===== src/rtl/m_unit_pkg.sv =====
// Shared encodings and helpers for the M-extension sequencer (m_unit_ctrl) and
// its divide special-case detector.
package m_unit_pkg;

    localparam int M_XLEN = 32;

    typedef logic [2:0] m_op_t;

    localparam m_op_t OP_MUL    = 3'd0;
    localparam m_op_t OP_MULH   = 3'd1;
    localparam m_op_t OP_MULHSU = 3'd2;
    localparam m_op_t OP_MULHU  = 3'd3;
    localparam m_op_t OP_DIV    = 3'd4;
    localparam m_op_t OP_DIVU   = 3'd5;
    localparam m_op_t OP_REM    = 3'd6;
    localparam m_op_t OP_REMU   = 3'd7;

    typedef logic [2:0] m_state_t;

    localparam m_state_t S_IDLE      = 3'd0;
    localparam m_state_t S_MUL_WAIT  = 3'd1;
    localparam m_state_t S_DIV_WAIT  = 3'd2;
    localparam m_state_t S_DIV_DRAIN = 3'd3;
    localparam m_state_t S_DONE      = 3'd4;

    localparam logic [M_XLEN-1:0] DIV_ZERO_QUOT = '1;
    localparam logic [M_XLEN-1:0] INT_MIN       = {1'b1, {(M_XLEN-1){1'b0}}};

    function automatic logic op_is_div(input m_op_t op);
        return op[2];
    endfunction

    function automatic logic op_is_rem(input m_op_t op);
        return op[2] & op[1];
    endfunction

    // Only meaningful for divide ops: DIV and REM are the even encodings.
    function automatic logic op_is_signed(input m_op_t op);
        return ~op[0];
    endfunction

    function automatic logic [1:0] op_mul_sign(input m_op_t op);
        logic [1:0] sg;
        case (op)
            OP_MULHSU: sg = 2'b10;
            OP_MULHU:  sg = 2'b00;
            default:   sg = 2'b11;
        endcase
        return sg;
    endfunction

endpackage


===== src/rtl/m_div_special.sv =====
// Combinational detection of divide-by-zero and signed overflow, with the
// architecturally defined result so the divider need not be started.
module m_div_special
    import m_unit_pkg::*;
#(
    parameter int XLEN = M_XLEN
)(
    input  logic [2:0]      op_code,
    input  logic [XLEN-1:0] s1,
    input  logic [XLEN-1:0] s2,
    output logic            is_special,
    output logic [XLEN-1:0] special_result
);

    localparam logic [XLEN-1:0] ALL_ONES = (XLEN == M_XLEN) ? XLEN'(DIV_ZERO_QUOT) : {XLEN{1'b1}};
    localparam logic [XLEN-1:0] MIN_VAL  = (XLEN == M_XLEN) ? XLEN'(INT_MIN)
                                                            : {1'b1, {(XLEN-1){1'b0}}};

    logic div_by_zero;
    logic overflow;

    always_comb begin
        div_by_zero    = (s2 == '0);
        overflow       = op_is_signed(op_code) && (s1 == MIN_VAL) && (s2 == ALL_ONES);
        is_special     = op_is_div(op_code) && (div_by_zero || overflow);
        special_result = '0;
        if (div_by_zero) begin
            special_result = op_is_rem(op_code) ? s1 : ALL_ONES;
        end else if (overflow) begin
            special_result = op_is_rem(op_code) ? '0 : MIN_VAL;
        end
    end

endmodule


===== src/rtl/m_unit_ctrl.sv =====
// M-extension sequencer: issues to the pipelined multiplier or iterative divider and
// stalls EX until the result pulse. Define M_DIV_CACHE_EN for a last-result divide cache.
module m_unit_ctrl
    import m_unit_pkg::*;
#(
    parameter int XLEN    = M_XLEN,
    parameter int MUL_LAT = 2
)(
    input  logic              clk,
    input  logic              rst,
    input  logic              op_valid,
    input  logic [2:0]        op_code,
    input  logic [XLEN-1:0]   op_s1,
    input  logic [XLEN-1:0]   op_s2,
    input  logic              flush,
    output logic              stall,
    output logic              res_valid,
    output logic [XLEN-1:0]   res_data,
    output logic              mul_valid,
    output logic [XLEN-1:0]   mul_s1,
    output logic [XLEN-1:0]   mul_s2,
    output logic [1:0]        mul_sign,
    input  logic [2*XLEN-1:0] mul_result,
    output logic              div_start,
    output logic [XLEN:0]     div_s1,
    output logic [XLEN:0]     div_s2,
    input  logic              div_done,
    input  logic [XLEN:0]     div_quotient,
    input  logic [XLEN:0]     div_remainder
);

    localparam int CNT_W = $clog2(MUL_LAT + 1);

    m_state_t         state;
    m_op_t            op_q;
    logic [CNT_W-1:0] cnt;

    logic             accept;
    logic             spec_hit;
    logic [XLEN-1:0]  spec_result;
    logic             cache_hit;
    logic [XLEN-1:0]  cache_result;
    logic [XLEN-1:0]  div_pick;
    logic             div_sext;
    logic             unused_div_msb;

    assign accept    = (state == S_IDLE) && op_valid && !flush;
    assign stall     = accept || (state == S_MUL_WAIT) || (state == S_DIV_WAIT);
    assign res_valid = (state == S_DONE) && !flush;
    assign div_sext  = op_is_signed(op_code);
    assign div_pick  = op_is_rem(op_q) ? div_remainder[XLEN-1:0] : div_quotient[XLEN-1:0];

    // The extension bit of the divider outputs never reaches the architectural result.
    assign unused_div_msb = ^{div_quotient[XLEN], div_remainder[XLEN]};

    m_div_special #(.XLEN(XLEN)) u_special (
        .op_code        (op_code),
        .s1             (op_s1),
        .s2             (op_s2),
        .is_special     (spec_hit),
        .special_result (spec_result)
    );

`ifdef M_DIV_CACHE_EN
    logic            cache_valid;
    logic            cache_signed;
    logic [XLEN-1:0] cache_s1;
    logic [XLEN-1:0] cache_s2;
    logic [XLEN-1:0] cache_quot;
    logic [XLEN-1:0] cache_rem;

    assign cache_hit = cache_valid && op_is_div(op_code)
                    && (cache_signed == op_is_signed(op_code))
                    && (cache_s1 == op_s1) && (cache_s2 == op_s2);
    assign cache_result = op_is_rem(op_code) ? cache_rem : cache_quot;

    // Filled only by a divide that completes normally; a drained divide is discarded.
    always_ff @(posedge clk) begin
        if (rst) begin
            cache_valid  <= 1'b0;
            cache_signed <= 1'b0;
            cache_s1     <= '0;
            cache_s2     <= '0;
            cache_quot   <= '0;
            cache_rem    <= '0;
        end else if ((state == S_DIV_WAIT) && div_done && !flush) begin
            cache_valid  <= 1'b1;
            cache_signed <= op_is_signed(op_q);
            cache_s1     <= div_s1[XLEN-1:0];
            cache_s2     <= div_s2[XLEN-1:0];
            cache_quot   <= div_quotient[XLEN-1:0];
            cache_rem    <= div_remainder[XLEN-1:0];
        end
    end
`else
    assign cache_hit    = 1'b0;
    assign cache_result = '0;
`endif

    // Operands and the divider/multiplier issue signals stay registered so they are
    // stable for the whole op; the issue strobes self-clear after one cycle.
    always_ff @(posedge clk) begin
        if (rst) begin
            state     <= S_IDLE;
            op_q      <= OP_MUL;
            cnt       <= '0;
            res_data  <= '0;
            mul_valid <= 1'b0;
            mul_s1    <= '0;
            mul_s2    <= '0;
            mul_sign  <= 2'b00;
            div_start <= 1'b0;
            div_s1    <= '0;
            div_s2    <= '0;
        end else begin
            mul_valid <= 1'b0;
            div_start <= 1'b0;
            case (state)
                S_IDLE: begin
                    if (accept) begin
                        op_q <= op_code;
                        if (!op_is_div(op_code)) begin
                            mul_valid <= 1'b1;
                            mul_s1    <= op_s1;
                            mul_s2    <= op_s2;
                            mul_sign  <= op_mul_sign(op_code);
                            cnt       <= CNT_W'(1);
                            state     <= S_MUL_WAIT;
                        end else if (spec_hit) begin
                            res_data <= spec_result;
                            state    <= S_DONE;
                        end else if (cache_hit) begin
                            res_data <= cache_result;
                            state    <= S_DONE;
                        end else begin
                            div_start <= 1'b1;
                            div_s1    <= {div_sext & op_s1[XLEN-1], op_s1};
                            div_s2    <= {div_sext & op_s2[XLEN-1], op_s2};
                            state     <= S_DIV_WAIT;
                        end
                    end
                end
                S_MUL_WAIT: begin
                    if (flush) begin
                        cnt   <= '0;
                        state <= S_IDLE;
                    end else if (cnt == CNT_W'(MUL_LAT)) begin
                        res_data <= (op_q == OP_MUL) ? mul_result[XLEN-1:0]
                                                     : mul_result[2*XLEN-1:XLEN];
                        cnt      <= '0;
                        state    <= S_DONE;
                    end else begin
                        cnt <= cnt + 1'b1;
                    end
                end
                S_DIV_WAIT: begin
                    // A flush coinciding with completion has nothing left to drain.
                    if (div_done) begin
                        if (flush) begin
                            state <= S_IDLE;
                        end else begin
                            res_data <= div_pick;
                            state    <= S_DONE;
                        end
                    end else if (flush) begin
                        state <= S_DIV_DRAIN;
                    end
                end
                S_DIV_DRAIN: begin
                    if (div_done) begin
                        state <= S_IDLE;
                    end
                end
                S_DONE: begin
                    state <= S_IDLE;
                end
                default: begin
                    state <= S_IDLE;
                end
            endcase
        end
    end

endmodule


===== config.mk =====
export PLATFORM = sky130hd
export DESIGN_NAME = m_unit_ctrl
export DESIGN_NICKNAME = d
export VERILOG_FILES = /design/src/rtl/m_unit_pkg.sv /design/src/rtl/m_div_special.sv /design/src/rtl/m_unit_ctrl.sv
export SDC_FILE = /design/constraint.sdc
export NUM_CORES = 1
export LEC_CHECK = 0
export ABC_CLOCK_PERIOD_IN_PS = 2300
export BUFFER_PORTS_ARGS = -buffer_cell sky130_fd_sc_hd__buf_2
export CAP_MARGIN = 20
export CORE_MARGIN = 2
export CORE_UTILIZATION = 35
export CTS_CLUSTER_SIZE = 10
export DETAILED_ROUTE_END_ITERATION = 16
export GPL_TIMING_DRIVEN = 0
export MAX_ROUTING_LAYER = met4
export PLACE_DENSITY = 0.66
export SLEW_MARGIN = 20
export SYNTH_ARGS = -nofsm -noshare
export SYNTH_HDL_FRONTEND = slang
export SYNTH_SLANG_ARGS = --single-unit

===== constraint.sdc =====
create_clock -name clk -period 2.3 [get_ports clk]
set_input_delay 0.46 -clock clk [delete_from_list [all_inputs] [get_ports clk]]
set_output_delay 0.46 -clock clk [all_outputs]
set_load 0.01 [all_outputs]

# Word-level counts from Yosys, hierarchy flattened
# Cells that the tools add are included.
# W data, S select, Z words.
[totals]
reg_bits = 174
elab_cells = 96
[classes]
n_mux = 32
n_reduce_logical = 23
n_bitwise = 9
eq_ne = 20
n_addsub = 1
[ops]
columns = ["op", "n"]
rows = [
  ["$mux W32", 13],
  ["$pmux W32 S3", 1],
  ["$eq A32 B32 Y1 const B", 2],
  ["$logic_not A32 Y1", 1],
  ["$mux W3", 9],
  ["$ne A2 B2 Y1 const B", 8],
  ["$eq A3 B2 Y1 const B", 4],
  ["$pmux W3 S4", 1],
  ["$mux W2", 4],
  ["$pmux W2 S2", 2],
  ["$reduce_and A4 Y1", 2],
  ["$reduce_and A8 Y1", 1],
  ["$logic_and A1 B1 Y1", 6],
  ["$logic_not A3 Y1", 2],
  ["$reduce_and A3 Y1", 2],
  ["$not A1 Y1", 5],
  ["$and A1 B1 Y1", 4],
  ["$reduce_or A4 Y1", 1],
  ["$eq A3 B1 Y1 const B", 1],
  ["$eq A3 B3 Y1 const B", 1],
  ["$logic_or A1 B1 Y1", 3],
  ["$ne A3 B2 Y1 const B", 1],
  ["$ne A3 B3 Y1 const B", 1],
  ["$reduce_bool A3 Y1", 1],
  ["8 further kinds", 9],
]

# Logic depth before layout (Yosys ltp)
[depth]
word_depth = 9
mapped_depth = 8

# Modules after synthesis
# A second synthesis with hierarchy kept.
[unflattened]
cells_unflattened = 977
hier_area_um2 = 8160.3
[modules_own_cells]
columns = ["mod", "area_per_inst_um2", "n_inst", "seq_area_each_um2", "cells_each"]
rows = [
  ["m_unit_ctrl", 7628.6, 1, 3483.3, 899],
  ["m_div_special", 531.8, 1, 0.0, 78],
]

# Worst setup path before layout
# No wires, ideal clock.
[synth_path]
path_type = "input -> register"
start = "in op_s1[9]"
end = "reg res_data[11]"
t_arrival_ns = 2.189
slack_ns = -0.022
setup_time_ns = 0.133
path_stages = 8
cell_sequence = "or4_1 > nor4b_2 > nand4_1 > nor3_2 > or2_1 > buf_2 > buf_4 > a311oi_1"
[synth_via]
elab_chain_len = 9
elab_cells_between_ends = 13
cone_classes = "eq/ne: 2; mux: 6; reduce/logical: 5"
[synth_rtl]
columns = ["item", "line_no", "source"]
rows = [
  ["start: declaration", "m_unit_ctrl.sv:13", "input logic [XLEN-1:0] op_s1,"],
  ["$eq A32 B32 Y1 *", "m_div_special.sv:24", "overflow = op_is_signed(op_code) && (s1 == MIN_VAL) && (s2 == ALL_ONES);"],
  ["$logic_and A1 B1 Y1 * (2 in a row)", "m_div_special.sv:24", ""],
  ["$mux W32", "m_div_special.sv:29", "end else if (overflow) begin"],
  ["$mux W32", "m_div_special.sv:27", "if (div_by_zero) begin"],
  ["$mux W32", "m_unit_ctrl.sv:129", "end else if (spec_hit) begin"],
  ["$mux W32", "m_unit_ctrl.sv:122", "if (!op_is_div(op_code)) begin"],
  ["$mux W32", "m_unit_ctrl.sv:120", "if (accept) begin"],
  ["$pmux W32 S3", "m_unit_ctrl.sv:118", "case (state)"],
  ["end signal: assignment", "m_unit_ctrl.sv:130", "res_data <= spec_result;"],
  ["end signal: assignment", "m_unit_ctrl.sv:133", "res_data <= cache_result;"],
  ["end signal: assignment", "m_unit_ctrl.sv:148", "res_data <= (op_q == OP_MUL) ? mul_result[XLEN-1:0]"],
  ["end: declaration", "m_unit_ctrl.sv:18", "output logic [XLEN-1:0] res_data,"],
]
# Mark *: on every way between the ends. The rest lies on a longest branch, timed or not. The select of a mux whose other input is x is not followed.
# A chain may end at the register's enable or synchronous reset.

# Worst setup path after layout
[layout_path]
start = "reg state[1]"
end = "out stall"
[layout_via]
elab_chain_len = 5
elab_cells_between_ends = 7
cone_classes = "eq/ne: 2; reduce/logical: 5"
[layout_rtl]
columns = ["item", "line_no", "source"]
rows = [
  ["start: declaration", "m_unit_ctrl.sv:34", "m_state_t state;"],
  ["start signal: assignment", "m_unit_ctrl.sv:104", "state <= S_IDLE;"],
  ["start signal: assignment", "m_unit_ctrl.sv:128", "state <= S_MUL_WAIT;"],
  ["start signal: assignment", "m_unit_ctrl.sv:131", "state <= S_DONE;"],
  ["$logic_not A3 Y1", "m_unit_ctrl.sv:47", "assign accept = (state == S_IDLE) && op_valid && !flush;"],
  ["$logic_and A1 B1 Y1 (2 in a row)", "m_unit_ctrl.sv:47", ""],
  ["$logic_or A1 B1 Y1", "m_unit_ctrl.sv:48", "assign stall = accept || (state == S_MUL_WAIT) || (state == S_DIV_WAIT);"],
  ["$logic_or A1 B1 Y1 *", "m_unit_ctrl.sv:48", ""],
  ["end: declaration", "m_unit_ctrl.sv:16", "output logic stall,"],
]
# Mark *: on every way between the ends. The rest lies on a longest branch, timed or not.

==> out/metrics.cfg <==
[layout]
final_nets=1543
n_fill_cell=2167
syn_to_final_growth_pct=40.2
multi_input_area_um2=4040
drive_gt1_share_pct=35.2
final_core_util_pct=50.1
regArea_um2=3490
design_area_um2=10900

[global_routing]
overflow=0
grt_first_pass_wirelength_mm=49.6
first_global_vias=8511
antenna_found_initial=1
grt_use_total_pct=28.1
grt_max_degree=19

[floorplanning]
pin_count=370
rows=54
start_util_pct=35.7
core_area_um2=21800
fp.dieArea_um2=23500
die_w_um=153
die_h_um=153

[clocking]
htree_levels=4
clk_latency_ns=0.44
cts_buffer_depth=2
cts.sinks=174
clockRootBuffer=clkbuf_16
cts.clk_slew.worst_paths_ns=0.07
holdBufCountCts=0
cts_buffers=17
cts_tree=yes

[sta]
final_max_slew_viol_count=0
fin_ws_ns=0.0547
fmax_ghz=0.445
period_share_pct=97.6
finalHoldViolations=0
worst_pin_slew_ns=0.734
period_needed_ns=2.25
setup_viol=0
fin_skew_ns=0.00912
slew_headroom_pct=51.1

[place]
pre_cts_slack_ns=-0.934
place_area_um2=10000
io_buffer_count=366
hpwl_mm=25.7
place.gp.congestion=0.932

[logic_synthesis]
avgSynthCellArea_um2=8.24
async_reset_ff_share_pct=0
synth_edf_count=0
synth_top_flop_cell=dfxtp_1
yosysWarnings=0
ys_seq_area_share_pct=44.7
synth_seq_cells=174
synth.area.top_cells=dfxtp_1 45%, nand2_1 9.7%, mux2i_1 8.2%
synth.cell_area_um2=7800
synth.distinct_cells=44
synth_top_area_share_pct=44.7
netlist_instances=947
synth.most_common_cell=nand2_1
syn_nets=1149
synth_commonest_cells=201 x nand2_1, 174 x dfxtp_1, 74 x nand4_1
synth_area_leader_cell=dfxtp_1

[critical_path]
max_stage_delay_ns=0.44
reg2reg_from=op_q[2]
arrival_ns=1.79
reg2reg_slack_ns=0.11
cp_cell_sequence=buf_4, or3b_4, clkbuf_16, nand3_1, buf_2
cp-end-kind=output port
r2r-end=res_data[5]
worstRegToRegCells=5
path_max_fanout=10
cp_top_family=simple AND/OR/NAND/NOR gates
cp_data_required_time_ns=1.84
critPathBufInv=3
slowest_stage=or3b_4
start_kind=register
path_class=reg2out

[job]
maxCapViolCount=0

[route]
drt-pass1-iter-count=7
via_per_inst=5.40
drt-total-wl_mm=33.2
drc=0
routedWlPerCell_um=20.3
ant_nets=0
vias=8824
drt_iter0_markers=550

[run_status]
status=finished, final reports clean

[power_and_ir_drop]
p_per_area_nw_per_um2=655
irDropWorstVdd_mv=0.495
total_power_mw=7.16
leakage_nw=5.09

[worst_hold_path]
hold_depth=2
hp-class=in2reg
min_to=mul_sign[0]
hold_start=op_code[1]

worst register-to-register path: stages (launching register included):
cell      delay [ns]
dfxtp_1         0.34
nor3_2          0.53
buf_2           0.52
mux2i_1         0.17
o22a_1          0.29
a311oi_1        0.26
where the power goes:
part	internal [mW]	switching (mW)
registers	3.10	0.0521
logic	0.416	0.617
clock network	1.56	1.41
routing by layer:
layer | vias to the layer above | GRT usage, % | routed length, µm
met4 | 0 | 9.08 | 930
met5 | - | - | 0
met3 | 57 | 5.67 | 2460
li1 | 4250 | - | -
met2 | 396 | 47.9 | 16400
met1 | 4121 | 33.1 | 13400
final cells by class:
cell class | count | area share, %
Multi-Input combinational cell | 679 | 36.9
Tap cell | 280 | 3.20
Inverter | 1 | 0.0343
Buffer | 87 | 4.52
Clock buffer | 17 | 3.89
Sequential cell | 174 | 31.9
Antenna cell | 1 | 0.0229
Timing Repair Buffer | 381 | 18.0
Clock inverter | 15 | 1.54
worst max-delay path by stage:
stage,from,to,depth (start not counted)
2_1_floorplan,op_s1[9],div_s1[10],8
3_3_place_gp,flush,mul_s1[23],8
3_5_place_dp,flush,mul_s1[30],8
4_1_cts,state[1],stall,6
5_1_grt,state[1],stall,5
6_report,state[1],stall,5
registers in the layout, summed over array words and instances, names as in the netlist:
| signal | flops |
|---|---|
| cnt | 2 |
| div_s1 | 33 |
| div_s2 | 33 |
| div_start | 1 |
| mul_s1 | 32 |
| mul_s2 | 32 |
| mul_sign | 2 |
| mul_valid | 1 |
| op_q | 3 |
| res_data | 32 |
| state | 3 |
per-stage QoR:
stage	hold WS [ns]	TNS [ns]	std cells
2_1_floorplan	0.436	-0.205	947
3_3_place_gp	0.434	-90.70	1593
3_5_place_dp	0.439	-91.80	1593
4_1_cts	0.248	-0.721	1626
5_1_grt	0.269	-0.00310	1635
6_report	0.261	0	1635
cell usage in the layout, fill, tap and decap left out, types with 16 or more instances in the layout:
cell       count
nor3_1        34
dfxtp_1      172
o21ai_0       63
mux2i_1       64
clkbuf_16     19
buf_2        371
clkbuf_1      45
nand2_1      200
o22a_1        31
a21oi_1       71
a311oi_1      33
buf_4         16
nand4_1       74
o21ai_1       29
logic make-up after synthesis:
kind of cell,count (synthesis),share of synthesized area (%)
muxes,64,8.21
buffers and inverters,94,5.20
AOI/OAI and AO/OA,244,19.1
DFF,174,44.7
and+or+nand+nor,371,22.8
timing repair:
action,4_1_cts,5_1_grt
resized for setup,33,58
buffers inserted,4,10
pin swaps,5,29
cloned,0,1
setup endpoints to repair,172,157
No activity file was read; power rests on OpenSTA's default activity.
